## src/rtl/instr_fetch_if.sv

```systemverilog
// Instruction-memory fetch bus: word request held until ack, read data valid with ack.
interface instr_fetch_if;
   logic        imem_req;
   logic [31:0] imem_addr;
   logic        imem_ack;
   logic [31:0] imem_rdata;

   modport master (
      output imem_req,
      output imem_addr,
      input  imem_ack,
      input  imem_rdata
   );

   modport slave (
      input  imem_req,
      input  imem_addr,
      output imem_ack,
      output imem_rdata
   );
endinterface

```

## src/rtl/instr_fetch.sv

```systemverilog
// IF stage of the 5-stage MIPS core: sequential word fetch over a req/ack bus,
// a one-entry buffer for data returned while decode stalls, and redirect
// handling that always delivers the branch-delay slot before the target.
module instr_fetch #(
   parameter logic [31:0] RESET_PC  = 32'h0040_0000,
   parameter logic [31:0] NOP_INSTR = 32'h0000_0000
) (
   input  logic          clk,
   input  logic          rst_n,
   instr_fetch_if.master imem,
   input  logic          stall,
   input  logic          jump_branch,
   input  logic          jump_target,
   input  logic          jump_reg,
   input  logic [31:0]   jr_pc,
   output logic [31:0]   pc_id,
   output logic [31:0]   instr_id
);

   typedef enum logic [1:0] {IDLE, REQ, BUF} state_t;

   state_t      state_q,     state_d;
   logic [31:0] fetch_pc_q,  fetch_pc_d;
   logic [31:0] addr_q,      addr_d;
   logic [31:0] pc_id_q,     pc_id_d;
   logic [31:0] instr_id_q,  instr_id_d;
   logic [31:0] buf_instr_q, buf_instr_d;
   logic [31:0] buf_pc_q,    buf_pc_d;

   logic [31:0] pc_id_plus4;
   logic [31:0] br_target;
   logic [31:0] j_target;
   logic [31:0] redir_target;
   logic [31:0] next_addr;
   logic        redirect;
   logic        issue;

   // Redirect target from the instruction held in ID; register > jump > branch.
   always_comb begin
      pc_id_plus4  = pc_id_q + 32'd4;
      br_target    = pc_id_plus4 + {{14{instr_id_q[15]}}, instr_id_q[15:0], 2'b00};
      j_target     = (pc_id_plus4 & 32'hF000_0000) | {4'b0000, instr_id_q[25:0], 2'b00};
      redirect     = !stall && (jump_branch || jump_target || jump_reg);
      if (jump_reg) begin
         redir_target = jr_pc & 32'hFFFF_FFFC;
      end else if (jump_target) begin
         redir_target = j_target;
      end else begin
         redir_target = br_target;
      end
      next_addr = redirect ? redir_target : fetch_pc_q;
   end

   // Fetch FSM: issue control, ID register update and delay-slot-aware fetch_pc.
   always_comb begin
      state_d     = state_q;
      fetch_pc_d  = fetch_pc_q;
      addr_d      = addr_q;
      pc_id_d     = pc_id_q;
      instr_id_d  = instr_id_q;
      buf_instr_d = buf_instr_q;
      buf_pc_d    = buf_pc_q;
      issue       = 1'b0;

      case (state_q)
         IDLE: begin
            issue   = 1'b1;
            state_d = REQ;
         end
         REQ: begin
            if (imem.imem_ack) begin
               if (stall) begin
                  buf_instr_d = imem.imem_rdata;
                  buf_pc_d    = addr_q;
                  state_d     = BUF;
               end else begin
                  instr_id_d = imem.imem_rdata;
                  pc_id_d    = addr_q;
                  issue      = 1'b1;
               end
            end else if (!stall) begin
               instr_id_d = NOP_INSTR;
            end
         end
         BUF: begin
            if (!stall) begin
               instr_id_d = buf_instr_q;
               pc_id_d    = buf_pc_q;
               issue      = 1'b1;
               state_d    = REQ;
            end
         end
         default: state_d = IDLE;
      endcase

      // The delay slot is already in flight when a redirect is accepted, so
      // the target either goes out now (bypass) or waits in fetch_pc.
      if (issue) begin
         addr_d     = next_addr;
         fetch_pc_d = next_addr + 32'd4;
      end else if (redirect) begin
         fetch_pc_d = redir_target;
      end
   end

   // State and datapath registers.
   always_ff @(posedge clk or negedge rst_n) begin
      if (!rst_n) begin
         state_q     <= IDLE;
         fetch_pc_q  <= RESET_PC;
         addr_q      <= RESET_PC;
         pc_id_q     <= '0;
         instr_id_q  <= NOP_INSTR;
         buf_instr_q <= NOP_INSTR;
         buf_pc_q    <= '0;
      end else begin
         state_q     <= state_d;
         fetch_pc_q  <= fetch_pc_d;
         addr_q      <= addr_d;
         pc_id_q     <= pc_id_d;
         instr_id_q  <= instr_id_d;
         buf_instr_q <= buf_instr_d;
         buf_pc_q    <= buf_pc_d;
      end
   end

   assign imem.imem_req  = (state_q == REQ);
   assign imem.imem_addr = addr_q;
   assign pc_id          = pc_id_q;
   assign instr_id       = instr_id_q;

endmodule
```

## src/flat_wrapper.sv

```systemverilog
// flat-port wrapper written by rule: the top's interface ports become plain ports
module instr_fetch_flat 
#(
   parameter logic [31:0] RESET_PC  = 32'h0040_0000,
   parameter logic [31:0] NOP_INSTR = 32'h0000_0000
)
  (clk, rst_n, stall, jump_branch, jump_target, jump_reg, jr_pc, pc_id, instr_id, imem_imem_req, imem_imem_addr, imem_imem_ack, imem_imem_rdata);
  instr_fetch_if imem_i ();
  input  logic clk;
  input  logic rst_n;
  input  logic stall;
  input  logic jump_branch;
  input  logic jump_target;
  input  logic jump_reg;
  input  logic [31:0] jr_pc;
  output logic [31:0] pc_id;
  output logic [31:0] instr_id;
  output wire logic [$bits(imem_i.imem_req)-1:0] imem_imem_req;
  output wire logic [$bits(imem_i.imem_addr)-1:0] imem_imem_addr;
  input wire logic [$bits(imem_i.imem_ack)-1:0] imem_imem_ack;
  input wire logic [$bits(imem_i.imem_rdata)-1:0] imem_imem_rdata;
  assign imem_imem_req = imem_i.imem_req;
  assign imem_imem_addr = imem_i.imem_addr;
  assign imem_i.imem_ack = imem_imem_ack;
  assign imem_i.imem_rdata = imem_imem_rdata;
  instr_fetch #(.RESET_PC(RESET_PC), .NOP_INSTR(NOP_INSTR)) u_core (.clk(clk), .rst_n(rst_n), .imem(imem_i), .stall(stall), .jump_branch(jump_branch), .jump_target(jump_target), .jump_reg(jump_reg), .jr_pc(jr_pc), .pc_id(pc_id), .instr_id(instr_id));
endmodule
```

## config.mk

```make
export PLATFORM = sky130hd
export DESIGN_NAME = instr_fetch_flat
export DESIGN_NICKNAME = d
export VERILOG_FILES = /design/src/rtl/instr_fetch_if.sv /design/src/rtl/instr_fetch.sv /design/src/flat_wrapper.sv
export SDC_FILE = /design/constraint.sdc
export NUM_CORES = 1
export LEC_CHECK = 0
export BUFFER_PORTS_ARGS = -buffer_cell sky130_fd_sc_hd__buf_2
export CAP_MARGIN = 20
export CORE_ASPECT_RATIO = 0.9
export CORE_UTILIZATION = 55
export DETAILED_ROUTE_END_ITERATION = 7
export PLACE_DENSITY = 0.77
export SLEW_MARGIN = 40
export SYNTH_ARGS = -nofsm -noshare
export SYNTH_HDL_FRONTEND = slang
export SYNTH_SLANG_ARGS = --single-unit
```

## constraint.sdc

```tcl
create_clock -name clk -period 6.4 [get_ports clk]
set_clock_uncertainty 0.2 [all_clocks]
set_input_delay 0.64 -clock clk [delete_from_list [all_inputs] [get_ports clk]]
set_output_delay 0.64 -clock clk [all_outputs]
set_load 0.1 [all_outputs]
```

# Word level (Yosys, flattened, before mapping)

Cells that the tools add are included.

Bitwise logic cells: 1
$add $sub $neg: 3
Mux-type cells: 20
Reduce and logical (&&, ||, !) cells: 10
Eq/ne operators: 6

Operator list:

| operator                                               | number |
|---|---|
| two-way mux 32 bit                                     | 11 |
| one-hot mux 32 bit (2 select lines)                    | 2 |
| adder 32 x 3 -> 32 bit (second input constant)         | 2 |
| adder 32 bit                                           | 1 |
| OR 32 x 28 -> 32 bit                                   | 1 |
| AND reduction 3 bit                                    | 3 |
| two-way mux 2 bit                                      | 3 |
| inequality test 2 bit (second input constant)          | 3 |
| one-hot mux 2 bit (3 select lines)                     | 1 |
| AND reduction 4 bit                                    | 1 |
| one-hot mux 1 bit (3 select lines)                     | 1 |
| == test 2 x 1 -> 1 bit (second input constant)         | 1 |
| == test 2 bit (second input constant)                  | 1 |
| zero test 2 bit                                        | 1 |
| logical OR 1 bit                                       | 2 |
| two-way mux 1 bit                                      | 2 |
| inequality test 2 x 1 -> 1 bit (second input constant) | 1 |
| nonzero test 2 bit                                     | 1 |
| logical AND 1 bit                                      | 1 |
| zero test 1 bit                                        | 1 |

Output and inout port bits: 97
Word-level logic and storage cells: 47
Bits of input ports: 71
Flip-flop bits (word level): 194

# Longest topological paths before layout

Depth after elaboration: 7
Depth in mapped cells: 19
Depth with buffers taken out: 16

# Least setup slack after synthesis

OpenSTA, ideal clock, no wires.

Kind: register to register
Start: reg u_core.pc_id_q[8], in the netlist u_core.pc_id[8]
End: reg u_core.fetch_pc_q[31]
Buffers on the path: 1
Clock period less this slack: 5.182 ns
Cell stages (with the launch flop): 18
Data required time: 6.121 ns
Slack: 1.218 ns
Setup time: 0.079 ns
Arrival: 4.903 ns
Cells stage by stage: dfrtp_1 nand4_1 or2_2 clkbuf_1 nor3_1 nand2_1 xnor2_1 ha_1 a21o_1 a21o_1 a221o_1 a41o_1 o2111a_1 nor3_1 and4_1 nand4_1 nor3_2 xor2_1

Cells in the longest elaborated chain, start to end: 7
Elaborated cells on any way between the ends: 8
Classes of those cells: add/sub: 3; mux: 4; bitwise: 1

Ends and longest elaborated chain:

| what                                                        | RTL line                             | text |
|---|---|---|
| start, declared                                             | instr_fetch.sv:25                    | `logic [31:0] pc_id_q, pc_id_d;` |
| start signal, assigned                                      | instr_fetch.sv:120                   | `pc_id_q <= pc_id_d;` |
| adder 32 x 3 -> 32 bit (*)                                  | instr_fetch.sv:40                    | `pc_id_plus4 = pc_id_q + 32'd4;` |
| adder 32 bit / OR 32 x 28 -> 32 bit (equally long branches) | instr_fetch.sv:41, instr_fetch.sv:42 |  |
| two-way mux 32 bit (*)                                      | instr_fetch.sv:46                    | `end else if (jump_target) begin` |
| two-way mux 32 bit (*)                                      | instr_fetch.sv:44                    | `if (jump_reg) begin` |
| two-way mux 32 bit (*)                                      | instr_fetch.sv:51                    | `next_addr = redirect ? redir_target : fetch_pc_q;` |
| adder 32 x 3 -> 32 bit                                      | instr_fetch.sv:100                   | `fetch_pc_d = next_addr + 32'd4;` |
| two-way mux 32 bit (*)                                      | instr_fetch.sv:98                    | `if (issue) begin` |
| named net u_core.fetch_pc_d[31]                             | instr_fetch.sv:23                    | `logic [31:0] fetch_pc_q, fetch_pc_d;` |
| end signal, assigned                                        | instr_fetch.sv:118                   | `fetch_pc_q <= fetch_pc_d;` |
| end, declared                                               | instr_fetch.sv:23                    |  |

The timed path passes the listed nets; every way through them passes the cells marked *.
A chain may end at the register's enable or synchronous reset.

# Worst setup path after layout

Start: reg u_core.pc_id_q[2], in the netlist u_core.pc_id[2]
End: reg u_core.fetch_pc_q[24]

Cells in the longest elaborated chain, start to end: 7

Ends and longest elaborated chain:

| what                            | RTL line           | text |
|---|---|---|
| adder 32 x 3 -> 32 bit (*)      | instr_fetch.sv:40  |  |
| adder 32 bit (*)                | instr_fetch.sv:41  | `br_target = pc_id_plus4 + {{14{instr_id_q[15]}}, instr_id_q[15:0], 2'b00};` |
| two-way mux 32 bit (*)          | instr_fetch.sv:46  |  |
| two-way mux 32 bit (*)          | instr_fetch.sv:44  |  |
| two-way mux 32 bit (*)          | instr_fetch.sv:51  |  |
| adder 32 x 3 -> 32 bit          | instr_fetch.sv:100 |  |
| two-way mux 32 bit (*)          | instr_fetch.sv:98  |  |
| named net u_core.fetch_pc_d[24] | instr_fetch.sv:23  |  |

Marked as above.

==> results.rst <==
.. list-table::
   :header-rows: 1

   * - Metric
     - Value
   * - Area growth syn-to-layout
     - 14.9%
   * - Max-slew violation count
     - 0
   * - Clk Tree Root Cell
     - sky130_fd_sc_hd__clkbuf_16
   * - Grt ovf
     - 0
   * - Worst min-delay path class
     - input port to flip-flop
   * - Portion of synthesized cell area occupied by the leading cell type
     - 42.9%
   * - Max stage delay on crit path
     - 0.70 ns
   * - Net Count, Synth
     - 1295
   * - Flip-flop and latch count after synthesis
     - 194
   * - # clock sinks
     - 194
   * - Most used standard cells in the synthesized netlist
     - sky130_fd_sc_hd__nand2_1, sky130_fd_sc_hd__dfrtp_1, sky130_fd_sc_hd__o21ai_0
   * - Cells on worst reg2reg path
     - 16
   * - Via count of the first global-routing pass
     - 9184
   * - Synthesis warning total
     - 0
   * - Number of buffers added by the clock tree synthesis step
     - 17
   * - Failing checks
     - design-rule violations
   * - Post-CTS resize count
     - 0
   * - Routed length per placed instance
     - 20.7 microns
   * - Final setup violation count
     - 0
   * - Drt initial violations
     - 934
   * - Worst skew pair latency
     - 0.44 ns
   * - Number of standard-cell rows in the floorplan
     - 49
   * - Status
     - finished, violations left
   * - Full die area
     - 20900 sq um
   * - Number of max-capacitance violations reported
     - 0
   * - Initial core utilization
     - 56.1%
   * - Clock tree from TritonCTS
     - built
   * - Via count of the routed design
     - 9717
   * - CP cell instances
     - ha_1 -> nand3_1 -> nor2_1 -> nand4_1 -> xnor2_1 -> ha_1 -> nand2_1 -> o21ai_0 -> mux2_2 -> a211o_1 -> nor3_1 -> a21oi_1 -> nor4_2 -> nand4_1 -> nand2b_1 -> xnor2_1
   * - Type of element launching the critical path
     - flip-flop
   * - Number of I/O port buffers
     - 165
   * - Post-Syn Area per Cell
     - 9.44 sq um
   * - Max Clock Freq
     - 0.182 GHz
   * - Total wire length
     - 32.7 mm
   * - Setup_tns
     - 0 ns
   * - Number of buffers on the longest clock path
     - 2
   * - Synth area leader
     - sky130_fd_sc_hd__dfrtp_1
   * - Layout cell share with drive strength beyond 1
     - 23.3%
   * - Crit share post-route
     - 85.7%
   * - FFs w/ async S/R, synth
     - 100%
   * - Slew at the pin with the worst max-slew slack
     - 0.851 ns
   * - Cells after synthesis
     - 1187
   * - All-Layer GR Usage
     - 31.7%
   * - Post-synthesis instance area
     - 11200 sq um
   * - Number of placed I/O pins
     - 168
   * - Worst hold path cell count
     - 2
   * - Critical Path RT
     - 6.52 ns
   * - Min cycle time layout
     - 5.48 ns
   * - Number of antenna violations at the first check in global routing
     - 1
   * - Sort of element at the end of the critical path
     - flip-flop
   * - Post-detailed-route via-to-cell ratio
     - 6.13
   * - # nets final
     - 1423
   * - Number of enable-type register cells in the synthesized netlist
     - 0
   * - Sequential share of the synthesized area
     - 43.3%
   * - CTS H-tree depth
     - 4
   * - Global-route wire length before repair
     - 50.8 mm
   * - Vertical die dimension
     - 137 microns
   * - Unrepaired setup endpoints after global routing
     - false
   * - Maximum number of pins on one net before global-route repair
     - 75
   * - CP Data Arrival Time
     - 5.60 ns
   * - Antenna Nets Post-Route
     - 0
   * - Number of distinct library cells after synthesis
     - 84
   * - Cells taking the most area after synthesis
     - sky130_fd_sc_hd__dfrtp_1, sky130_fd_sc_hd__nand2_1, sky130_fd_sc_hd__mux2_2, sky130_fd_sc_hd__o21ai_0, sky130_fd_sc_hd__ha_1
   * - Cell with the most instances after synthesis
     - sky130_fd_sc_hd__nand2_1
   * - Total half-perimeter wirelength after legalization and detailed placement
     - 23.6 mm
   * - Critical Path Fanout Max
     - 7
   * - Core Area
     - 20000 sq um
   * - Relative slew slack
     - 43.2%
   * - Weighted congestion at the end of routability-driven global placement
     - 0.980
   * - First drt pass iteration count
     - 8
   * - Number of failing hold endpoints at the final stage
     - 0
   * - Detailed-route DRC error count
     - 6
   * - Class of the most critical setup path
     - flip-flop to flip-flop
   * - Top FF cell, synth
     - sky130_fd_sc_hd__dfrtp_1
   * - Master of the slowest instance on the critical path
     - sky130_fd_sc_hd__nor4_2
   * - Clk pin slew, worst setup/hold paths
     - 0.07 ns
   * - Die boundary width
     - 152 microns
==> cells by family after synthesis <==
logic type,Yosys count,synth area share (%)
AO/OA/AOI/OAI,301,17.4
XOR/XNOR,68,5.31
adder cells (fa/ha/maj),37,4.20
buffers and inverters,84,2.95
flip-flops,194,43.3
multiplexers,105,10.1
AND/OR/NAND/NOR,398,16.7
==> cells in the final DEF, fill, tap and decap left out, types with 16 or more instances in the layout <==
| cell type | Yosys | final |
|---|---|---|
| sky130_fd_sc_hd__a21oi_1 | 47 | 47 |
| sky130_fd_sc_hd__a22oi_1 | 34 | 34 |
| sky130_fd_sc_hd__buf_2 | 6 | 164 |
| sky130_fd_sc_hd__clkbuf_16 | 0 | 17 |
| sky130_fd_sc_hd__dfrtp_1 | 192 | 191 |
| sky130_fd_sc_hd__ha_1 | 36 | 35 |
| sky130_fd_sc_hd__inv_1 | 17 | 17 |
| sky130_fd_sc_hd__mux2_2 | 67 | 67 |
| sky130_fd_sc_hd__mux2i_1 | 38 | 38 |
| sky130_fd_sc_hd__nand2_1 | 204 | 203 |
| sky130_fd_sc_hd__nand3_1 | 37 | 35 |
| sky130_fd_sc_hd__nor2_1 | 57 | 55 |
| sky130_fd_sc_hd__nor3_1 | 17 | 17 |
| sky130_fd_sc_hd__o21ai_0 | 111 | 111 |
| sky130_fd_sc_hd__o22ai_1 | 16 | 16 |
| sky130_fd_sc_hd__xnor2_1 | 41 | 41 |
| sky130_fd_sc_hd__xor2_1 | 27 | 27 |
==> sequential cells by signal, summed over array words and instances, names as in the netlist <==
| register | count |
|---|---|
| u_core.fetch_pc_q | 32 |
| u_core.instr_id | 32 |
| u_core.imem.imem_addr | 32 |
| u_core.state_q | 2 |
| u_core.buf_instr_q | 32 |
| u_core.pc_id | 32 |
| u_core.buf_pc_q | 32 |
==> critical path, delay by kind of cell, from the launching register on <==
kind                       cells  cell delay [ns]
xor gates and xnor gates       2             0.29
DFF                            1             0.49
AOI/OAI and AO/OA              3             0.79
muxes                          1             0.39
and+or+nand+nor                8             2.55
adders and majority gates      2             0.64
==> layout make-up <==
type                       count  area [sq um]
inverter                      18          67.6
multi-input combinational    909          6080
clock inverter                12           139
antenna                        1          2.50
sequential                   194          4860
clock buffer                  20           467
tap                          255           319
fill                        1682          7110
timing repair buffer         175           936
==> what timing repair did <==
| item | in CTS | in global routing |
|---|---|---|
| hold buffers | 1 | 0 |
| setup endpoints to repair | 0 | 0 |
| endpoints found under the hold margin | 7 | 0 |
| setup buffers | 0 | 0 |
==> stage by stage <==
| stage | worst slack (ns) | util (%) | hold WS [ns] | area [sq um] | std cells |
|---|---|---|---|---|---|
| finish | 0.917 | 64.4 | 0.244 | 12900 | 1584 |
| global route | 0.536 | 64.4 | 0.237 | 12900 | 1584 |
| CTS | 0.985 | 64.3 | 0.237 | 12900 | 1583 |
| detailed placement | 1.02 | 61.3 | 0.262 | 12200 | 1550 |
| global placement | 1.14 | 61.0 | 0.244 | 12200 | 1549 |
| floorplan | 1.22 | - | 0.144 | 11200 | 1187 |
==> per-layer routing <==
metal	track usage [%]	vias up	share of wire, %
li1	-	4531	-
met1	44.3	4786	45
met2	50.8	355	45
met3	5.95	45	7.1
met4	9.15	0	1.9
met5	0	-	0
==> path summary, 6_finish.rpt <==
| kind | start | to | slack (ns) |
|---|---|---|---|
| min in group asynchronous | rst_n | u_core.pc_id[14] | 0.52 |
| worst min-delay path | imem_imem_rdata[17] | u_core.buf_instr_q[17] | 0.24 |
| worst max register to register | u_core.pc_id[2] | u_core.fetch_pc_q[24] | 0.92 |
| worst max-delay path | u_core.pc_id[2] | u_core.fetch_pc_q[24] | 0.92 |
| max in group asynchronous | rst_n | u_core.pc_id[3] | 4.39 |
| worst min register to register | u_core.imem.imem_addr[22] | u_core.imem.imem_addr[22] | 0.28 |
Power is not shown: default switching activity piles up to over one toggle a cycle in this logic, so the estimate is an artifact.
